===== config.mk =====
export PLATFORM = sky130hd
export DESIGN_NAME = aes_block_ctrl_flat
export DESIGN_NICKNAME = d
export VERILOG_FILES = /design/src/rtl/aes_block_ctrl_pkg.sv /design/src/rtl/aes_block_ctrl_if.sv /design/src/rtl/aes_block_ctrl_counter.sv /design/src/rtl/aes_block_ctrl.sv /design/src/flat_wrapper.sv
export SDC_FILE = /design/constraint.sdc
export NUM_CORES = 1
export LEC_CHECK = 0
export CORE_MARGIN = 2
export CORE_UTILIZATION = 49
export CTS_CLUSTER_DIAMETER = 80
export CTS_CLUSTER_SIZE = 25
export DETAILED_ROUTE_END_ITERATION = 12
export PLACE_DENSITY = 0.77
export SYNTH_ARGS = -nofsm -noshare
export SYNTH_HDL_FRONTEND = slang
export SYNTH_SLANG_ARGS = --single-unit

===== constraint.sdc =====
create_clock -name clk -period 1.55 [get_ports clk]
set_input_delay 0.31 -clock clk [delete_from_list [all_inputs] [get_ports clk]]
set_output_delay 0.31 -clock clk [all_outputs]
set_load 0.05 [all_outputs]

===== src/rtl/aes_block_ctrl_pkg.sv =====
// Shared types and constants for the AES block sequencing controller.
package aes_ctrl_pkg;

    typedef enum logic [2:0] {
        IDLE,
        LOAD,
        START,
        WAIT,
        DONE
    } state_t;

    localparam int ROUND_W            = 4;
    localparam int WDOG_W             = 8;
    localparam int DEFAULT_NUM_ROUNDS = 10;
    localparam int DEFAULT_TIMEOUT    = 64;

endpackage


===== src/rtl/aes_block_ctrl_if.sv =====
// Handshake and datapath-control bundle between the controller and its surroundings.
interface aes_block_ctrl_if;
    import aes_ctrl_pkg::*;

    logic               atd_valid;
    logic               atd_ack;
    logic               round_start;
    logic               round_done;
    logic [ROUND_W-1:0] round_num;
    logic               data_reg_input;
    logic               data_reg_en;
    logic               out_valid;
    logic               out_ready;
    logic               busy;
    logic               timeout_err;

    modport master (
        input  atd_valid, round_done, out_ready,
        output atd_ack, round_start, round_num, data_reg_input,
               data_reg_en, out_valid, busy, timeout_err
    );

    modport slave (
        output atd_valid, round_done, out_ready,
        input  atd_ack, round_start, round_num, data_reg_input,
               data_reg_en, out_valid, busy, timeout_err
    );

endinterface


===== src/rtl/aes_block_ctrl_counter.sv =====
// Up-counter with synchronous clear (priority over enable) and a terminal-value flag.
module ctrl_counter #(
    parameter int WIDTH    = 4,
    parameter int TERMINAL = 1
) (
    input  logic             clk,
    input  logic             rst,
    input  logic             i_clear,
    input  logic             i_enable,
    output logic [WIDTH-1:0] o_count,
    output logic             o_terminal
);

    localparam logic [WIDTH-1:0] TERM_VAL = WIDTH'(TERMINAL);

    logic [WIDTH-1:0] r_count;

    always_ff @(posedge clk or posedge rst) begin
        if (rst) begin
            r_count <= '0;
        end else if (i_clear) begin
            r_count <= '0;
        end else if (i_enable) begin
            r_count <= r_count + WIDTH'(1);
        end
    end

    assign o_count    = r_count;
    assign o_terminal = (r_count == TERM_VAL);

endmodule


===== src/rtl/aes_block_ctrl.sv =====
// Sequences load, NUM_ROUNDS process passes and hand-off of one 128-bit block.
module aes_block_ctrl
    import aes_ctrl_pkg::*;
#(
    parameter int NUM_ROUNDS = DEFAULT_NUM_ROUNDS,
    parameter int TIMEOUT    = DEFAULT_TIMEOUT
) (
    input  logic             clk,
    input  logic             rst,
    aes_block_ctrl_if.master bus
);

    state_t             r_state;
    state_t             w_next;
    logic               w_in_wait;
    logic               w_round_clr;
    logic               w_round_inc;
    logic               w_round_last;
    logic               w_wdog_clr;
    logic               w_wdog_inc;
    logic               w_wdog_last;
    logic [ROUND_W-1:0] w_round_num;
    logic [WDOG_W-1:0]  w_wdog_count_unused;

    assign w_in_wait   = (r_state == WAIT);
    assign w_round_clr = (r_state == IDLE) || (r_state == LOAD);
    assign w_round_inc = w_in_wait && bus.round_done && !w_round_last;
    // Watchdog only runs while a round is outstanding; round_done freezes it.
    assign w_wdog_clr  = !w_in_wait;
    assign w_wdog_inc  = w_in_wait && !bus.round_done;

    ctrl_counter #(
        .WIDTH    (ROUND_W),
        .TERMINAL (NUM_ROUNDS - 1)
    ) u_round_cnt (
        .clk        (clk),
        .rst        (rst),
        .i_clear    (w_round_clr),
        .i_enable   (w_round_inc),
        .o_count    (w_round_num),
        .o_terminal (w_round_last)
    );

    ctrl_counter #(
        .WIDTH    (WDOG_W),
        .TERMINAL (TIMEOUT - 1)
    ) u_wdog_cnt (
        .clk        (clk),
        .rst        (rst),
        .i_clear    (w_wdog_clr),
        .i_enable   (w_wdog_inc),
        .o_count    (w_wdog_count_unused),
        .o_terminal (w_wdog_last)
    );

    always_ff @(posedge clk or posedge rst) begin
        if (rst) begin
            r_state <= IDLE;
        end else begin
            r_state <= w_next;
        end
    end

    assign bus.busy      = (r_state != IDLE);
    assign bus.round_num = w_round_num;

    // round_done is checked before the watchdog so a simultaneous finish wins.
    always_comb begin
        w_next             = r_state;
        bus.atd_ack        = 1'b0;
        bus.round_start    = 1'b0;
        bus.data_reg_input = 1'b0;
        bus.data_reg_en    = 1'b0;
        bus.out_valid      = 1'b0;
        bus.timeout_err    = 1'b0;
        case (r_state)
            IDLE: begin
                if (bus.atd_valid) begin
                    w_next = LOAD;
                end
            end
            LOAD: begin
                bus.atd_ack     = 1'b1;
                bus.data_reg_en = 1'b1;
                w_next          = START;
            end
            START: begin
                bus.round_start = 1'b1;
                w_next          = WAIT;
            end
            WAIT: begin
                bus.data_reg_input = 1'b1;
                if (bus.round_done) begin
                    bus.data_reg_en = 1'b1;
                    w_next          = w_round_last ? DONE : START;
                end else if (w_wdog_last) begin
                    bus.timeout_err = 1'b1;
                    w_next          = IDLE;
                end
            end
            DONE: begin
                bus.out_valid = 1'b1;
                if (bus.out_ready) begin
                    w_next = IDLE;
                end
            end
            default: begin
                w_next = IDLE;
            end
        endcase
    end

endmodule


===== src/flat_wrapper.sv =====
// flat-port wrapper written by rule: the top's interface ports become plain ports
module aes_block_ctrl_flat import aes_ctrl_pkg::*;
#(
    parameter int NUM_ROUNDS = DEFAULT_NUM_ROUNDS,
    parameter int TIMEOUT    = DEFAULT_TIMEOUT
)
  (clk, rst, bus_atd_valid, bus_round_done, bus_out_ready, bus_atd_ack, bus_round_start, bus_round_num, bus_data_reg_input, bus_data_reg_en, bus_out_valid, bus_busy, bus_timeout_err);
  aes_block_ctrl_if bus_i ();
  input  logic clk;
  input  logic rst;
  input wire logic [$bits(bus_i.atd_valid)-1:0] bus_atd_valid;
  input wire logic [$bits(bus_i.round_done)-1:0] bus_round_done;
  input wire logic [$bits(bus_i.out_ready)-1:0] bus_out_ready;
  output wire logic [$bits(bus_i.atd_ack)-1:0] bus_atd_ack;
  output wire logic [$bits(bus_i.round_start)-1:0] bus_round_start;
  output wire logic [$bits(bus_i.round_num)-1:0] bus_round_num;
  output wire logic [$bits(bus_i.data_reg_input)-1:0] bus_data_reg_input;
  output wire logic [$bits(bus_i.data_reg_en)-1:0] bus_data_reg_en;
  output wire logic [$bits(bus_i.out_valid)-1:0] bus_out_valid;
  output wire logic [$bits(bus_i.busy)-1:0] bus_busy;
  output wire logic [$bits(bus_i.timeout_err)-1:0] bus_timeout_err;
  assign bus_i.atd_valid = bus_atd_valid;
  assign bus_i.round_done = bus_round_done;
  assign bus_i.out_ready = bus_out_ready;
  assign bus_atd_ack = bus_i.atd_ack;
  assign bus_round_start = bus_i.round_start;
  assign bus_round_num = bus_i.round_num;
  assign bus_data_reg_input = bus_i.data_reg_input;
  assign bus_data_reg_en = bus_i.data_reg_en;
  assign bus_out_valid = bus_i.out_valid;
  assign bus_busy = bus_i.busy;
  assign bus_timeout_err = bus_i.timeout_err;
  aes_block_ctrl #(.NUM_ROUNDS(NUM_ROUNDS), .TIMEOUT(TIMEOUT)) u_core (.clk(clk), .rst(rst), .bus(bus_i));
endmodule

* Word level (Yosys, flattened, before mapping)
Index checks and enable logic that the tools add are counted.
Operators by class: add/sub/neg operators 2, multiply operators 0, divide/modulo/power cells 0, magnitude comparators 0, equal/unequal tests 10, shifts and indexed selects 0, mux-type cells 19, bitwise logic cells 0, reduce and logical (&&, ||, !) cells 10
Operator list (count):
- $mux 8 | 2
- $mux 3 | 5
- $pmux 3 s5 | 1
- $add 8x1->8 const B | 1
- $eq 8x6->1 const B | 1
- $mux 1 | 8
- $mux 4 | 2
- $eq 3x2->1 const B | 2
- $ne 2x2->1 const B | 3
- $add 4x1->4 const B | 1
- $eq 4x4->1 const B | 1
- $eq 3x1->1 const B | 1
- $eq 3x3->1 const B | 1
- $logic_and 1x1->1 | 3
- $logic_not 3->1 | 1
- $ne 3x3->1 const B | 1
- $reduce_and 3->1 | 1
- $reduce_bool 3->1 | 1
- $logic_not 1->1 | 2
- $pmux 1 s2 | 1
- $reduce_bool 2->1 | 1
- $logic_or 1x1->1 | 1
Storage, ports and cells: register bits 15, bits in latches 0, memory bits (writable) 0, memory bits (read-only) 0, input port bits 5, output and inout bits 11, logic and storage cells 44, memories 0

* Logic depth before layout (Yosys ltp)
depth in word-level cells 5, depth in mapped cells 6, mapped depth without buffers 5

* Cells and area by module
A second synthesis with hierarchy kept.
Unflattened totals: cells, all modules 88, area total of the unflattened synthesis 849.6 µm²
Modules (own cells, without submodules):
- ctrl_counter (u_core.u_wdog_cnt) | instances 1, cells an instance 39, area an instance 391.6 µm², sequential area each 200.2 µm²
- aes_block_ctrl | instances 1, cells an instance 29, area an instance 239.0 µm², sequential area each 75.1 µm²
- ctrl_counter (u_core.u_round_cnt) | instances 1, cells an instance 20, area an instance 219.0 µm², sequential area each 100.1 µm²

* Least setup slack after synthesis
No wires, ideal clock.
kind register -> output, start point register u_core.r_state[1], end point output port bus_data_reg_en, arrival time 1.835 ns, required time 1.240 ns, path slack -0.595 ns, stages on the path, launching flop included 4, path buffers 1, cell sequence dfrtp_1 buf_4 and2b_2 nor3b_1
On the way: cells in the longest elaborated chain, start to end 2, elaborated cells on any way between the ends 3, those cells by class 2 x eq/ne; 1 x mux
RTL lines:
- start, declared | line aes_block_ctrl.sv:13 | state_t r_state;
- start signal, assigned | line aes_block_ctrl.sv:60 | r_state <= w_next;
- $eq 3x2->1 or $eq 3x1->1 (tied branches) | line aes_block_ctrl.sv:76 | case (r_state)
- $pmux 1 s2 * | line aes_block_ctrl.sv:76
- end, declared | line flat_wrapper.sv:18 | output wire logic [$bits(bus_i.data_reg_en)-1:0] bus_data_reg_en;
Mark *: on every way between the ends. The rest lies on a longest branch, timed or not.

* Worst setup path after layout
start point register u_core.u_wdog_cnt.r_count[5], in the netlist u_core.u_wdog_cnt.o_count[5], end point output port bus_timeout_err
On the way: cells in the longest elaborated chain, start to end 4
RTL lines:
- start, declared | line aes_block_ctrl_counter.sv:16 | logic [WIDTH-1:0] r_count;
- start signal, assigned | line aes_block_ctrl_counter.sv:24 | r_count <= r_count + WIDTH'(1);
- $eq 8x6->1 | line aes_block_ctrl_counter.sv:29 | assign o_terminal = (r_count == TERM_VAL);
- $mux 1 | line aes_block_ctrl.sv:96 | end else if (w_wdog_last) begin
- $mux 1 | line aes_block_ctrl.sv:93 | if (bus.round_done) begin
- $mux 1 | line aes_block_ctrl.sv:76
- end, declared | line flat_wrapper.sv:21 | output wire logic [$bits(bus_i.timeout_err)-1:0] bus_timeout_err;
Every way passes these cells.

==> metrics.md <==
| Metric | Value |
|---|---|
| Core ar. | 1690 um^2 |
| Area Overhead vs Synth | 82.1% |
| CP peak stage delay | 0.41 ns |
| Final worst path period need | 1.80 ns |
| Detailed-route wire length per cell | 22.0 um |
| Period utilization | 1.16 |
| P_int | 1.47 mW |
| Peak supply drop | 1.20 mV |
| Total track usage | 0.308 |
| DRT antenna net count | 0 |
| Final Max Tran Viols | 0 |
| Top FF cell, synth | dfrtp_1 |
| DRT iter0 DRCs | 52 |
| Initial antenna violation count | 0 |
| Post-synth EDFFs | 0 |
| Total gr overflow | 0 |
| Synthesized Nets | 95 |
| #FFs+latches synth | 15 |
| Clock skew | 0.00290 ns |
| Final worst slack | -0.254 ns |
| FF-to-FF path depth | 5 |
| Post-DP HPWL | 1510 um |
| Critical path cell sequence | nand3_2 -> nor4_4 -> and2_4 -> buf_12 |
| Finished layout cell area | 1570 um^2 |
| Net Sw Power | 1.11 mW |
| Fillers | 51 |
| Count leader, synth | dfrtp_1 |
| First-pass GRT wire length | 4530 um |
| Comb power frac | 0.689 |
| Clk network pwr share | 0.089 |
| CTS max path bufs | 2 |
| Post-placement cell area | 1260 um^2 |
| Clk_lat worst skew | 0.29 ns |
| Netlist cell types | 33 |
| CP startpoint kind | register |
| Beginning of the worst register-to-register path | u_core.r_state[2]$_DFFE_PP0P_ |
| Antenna fix cells | 0 |
| P_leak | 0.708 nW |
| Seq/Total Area, Yosys | 0.434 |
| CTS tree | yes |
| Nets | 150 |
| WS Path Type | reg2out |
| Mapped Area | 865 um^2 |
| Chip height | 46.0 um |
| DR pass1 iterations | 4 |
| IO Pins | 16 |
| R2R Setup Slk | -0.16 ns |
| Clock transition at path regs | 0.09 ns |
| Final hold slack | 0.237 ns |
| Critical Path RT | 1.24 ns |
| Inst Count DP | 134 |
| H-tree lvl count | 1 |
| Switching share of power | 0.432 |
| Pwr Total | 2.58 mW |
| DRC viols | 0 |
| Post-Layout Cell Count | 158 |
| CP max-delay cell | dfrtp_1 |
| Clock Sinks | 15 |
| Mapped Cells | 87 |
| Endpoint type of the worst setup path | output pin |
| Initial Utilization | 0.512 |
| Maxcap violations | 0 |
| RSZ-0062 raised after global routing | yes |
| Crit path max fanout | 3 |
| Pwr dens | 1640 nW/um^2 |
| Worst reg2reg path endpoint | u_core.u_round_cnt.o_count[2]$_DFFE_PP0P_ |
| Final setup viols | 11 |
| Final hold violation count | 0 |
| Largest net degree at the start of global routing | 12 |
| Worst setup path startpoint | u_core.u_wdog_cnt.o_count[5]$_DFFE_PP0P_ |
| Fraction of layout cells with a size suffix above 1 | 0.567 |
| Slew margin rel. | 0.728 |
| Yosys top cell area share | 0.434 |
| Die X | 46.0 um |
| Synth top area cells | dfrtp_1 43%, ha_1 4.3%, xor2_1 4.1%, o21ai_0 3.5%, nor2_1 3.5% |
| Final WL | 3470 um |
| Count of input and output buffers | 15 |
| DR vias/cell | 6.38 |
| Site Rows | 15 |
| Hold Crit Class | in2async |
| Fmax | 0.554 GHz |
| CTS Root Cell | clkbuf_4 |
| Ys async rst share | 1.00 |
| Status | complete, but fails checks |
| Worst EP arrival | 1.49 ns |
| Seq pwr share | 0.222 |
| GPL Wtd Cong | 0.854 |
| Slew @ Worst Pin | 0.404 ns |
| Final Util | 0.932 |
| Vias in the first global route | 913 |
| Failing checks | setup timing |
| Synth area leader | dfrtp_1 |
| Via count | 1008 |
| Synth warnings | 0 |
| Inserted Clock Buffers | 3 |
| Synth cell count leaders | 15 x dfrtp_1, 8 x nor2_1, 6 x inv_1, 6 x o21ai_0 |
| Die area | 2120 um^2 |
| Syn avg cell area | 9.94 um^2 |
==> cell type report <==
| class | count | area, um^2 | share of cell area |
|---|---|---|---|
| multi-input combinational | 62 | 549 | 0.349 |
| clock buffer | 4 | 26.3 | 0.0167 |
| inverter | 6 | 26.3 | 0.0167 |
| tap | 17 | 21.3 | 0.0135 |
| sequential | 15 | 382 | 0.242 |
| timing repair buffer | 54 | 569 | 0.362 |
==> cell usage in the layout, fill, tap and decap left out, types with 3 or more instances in the layout <==
cell type / Yosys / final
buf_12: 0 / 10
buf_4: 2 / 32
clkdlybuf4s50_1: 0 / 3
dfrtp_1: 15 / 10
nor2_1: 8 / 5
buf_6: 1 / 8
dfrtp_2: 0 / 5
xor2_1: 4 / 4
or3_1: 4 / 3
clkbuf_4: 0 / 3
inv_1: 6 / 5
and2_4: 0 / 3
a21oi_1: 4 / 3
o21ai_0: 6 / 6
==> power groups by stage <==
stage               Combinational [mW]  Clock (mW)  Sequential (mW)
floorplan                        0.683           0            0.601
global placement                  1.24           0            0.554
detailed placement                1.26           0            0.561
CTS                               1.54       0.233            0.560
global route                      1.84       0.250            0.580
finish                            1.78       0.230            0.572
==> cell families after synthesis <==
kind of cell             share of synthesized area
AO/OA/AOI/OAI                                0.113
XOR/XNOR                                    0.0506
adder cells (fa/ha/maj)                     0.0434
buffers and inverters                       0.0622
flip-flops                                   0.434
multiplexers                                0.0232
AND/OR/NAND/NOR                              0.274
==> worst max path at each step <==
stage                      endpoint  slack (ns)  cells past startpoint
floorplan           bus_data_reg_en        -0.1                      3
global placement    bus_timeout_err       -0.35                      5
detailed placement  bus_timeout_err       -0.39                      5
CTS                 bus_timeout_err       -0.18                      5
global route        bus_timeout_err       -0.27                      4
finish              bus_timeout_err       -0.25                      4
==> flip-flops by register name, indices dropped and copies added, names as in the netlist <==
| name | count |
|---|---|
| u_core.r_state | 3 |
| u_core.u_wdog_cnt.o_count | 8 |
| u_core.u_round_cnt.o_count | 4 |
==> per-stage QoR <==
stage	setup slack [ns]	TNS, ns
after global placement	-0.350	-1.57
final	-0.254	-1.31
after global routing	-0.273	-1.74
after detailed placement	-0.394	-1.93
after floorplan	-0.0955	-0.157
after CTS	-0.176	-0.635
==> layer usage <==
metal  up-vias  global-route usage  wire [um]
met4         0               0.114        161
li1        419                   -          -
met1       491               0.400       1350
met2        75               0.514       1690
met3        23              0.0437        270
met5         -                   0          0
==> worst max-delay path, delay by kind of cell (launching register included) <==
family / cells / cell delay (ns)
and+or+nand+nor: 3 / 0.66
buffers and inverters: 1 / 0.13
DFF: 1 / 0.41
==> repair_timing <==
item / 4_1_cts / 5_1_grt
hold buffers: 0 / 0
gates cloned: 0 / 0
pin swaps: 7 / 10
resized for setup: 26 / 7
setup buffers: 11 / 9
endpoints found under the setup margin: 7 / 10
Note: power is estimated with default switching activity, not from simulation.
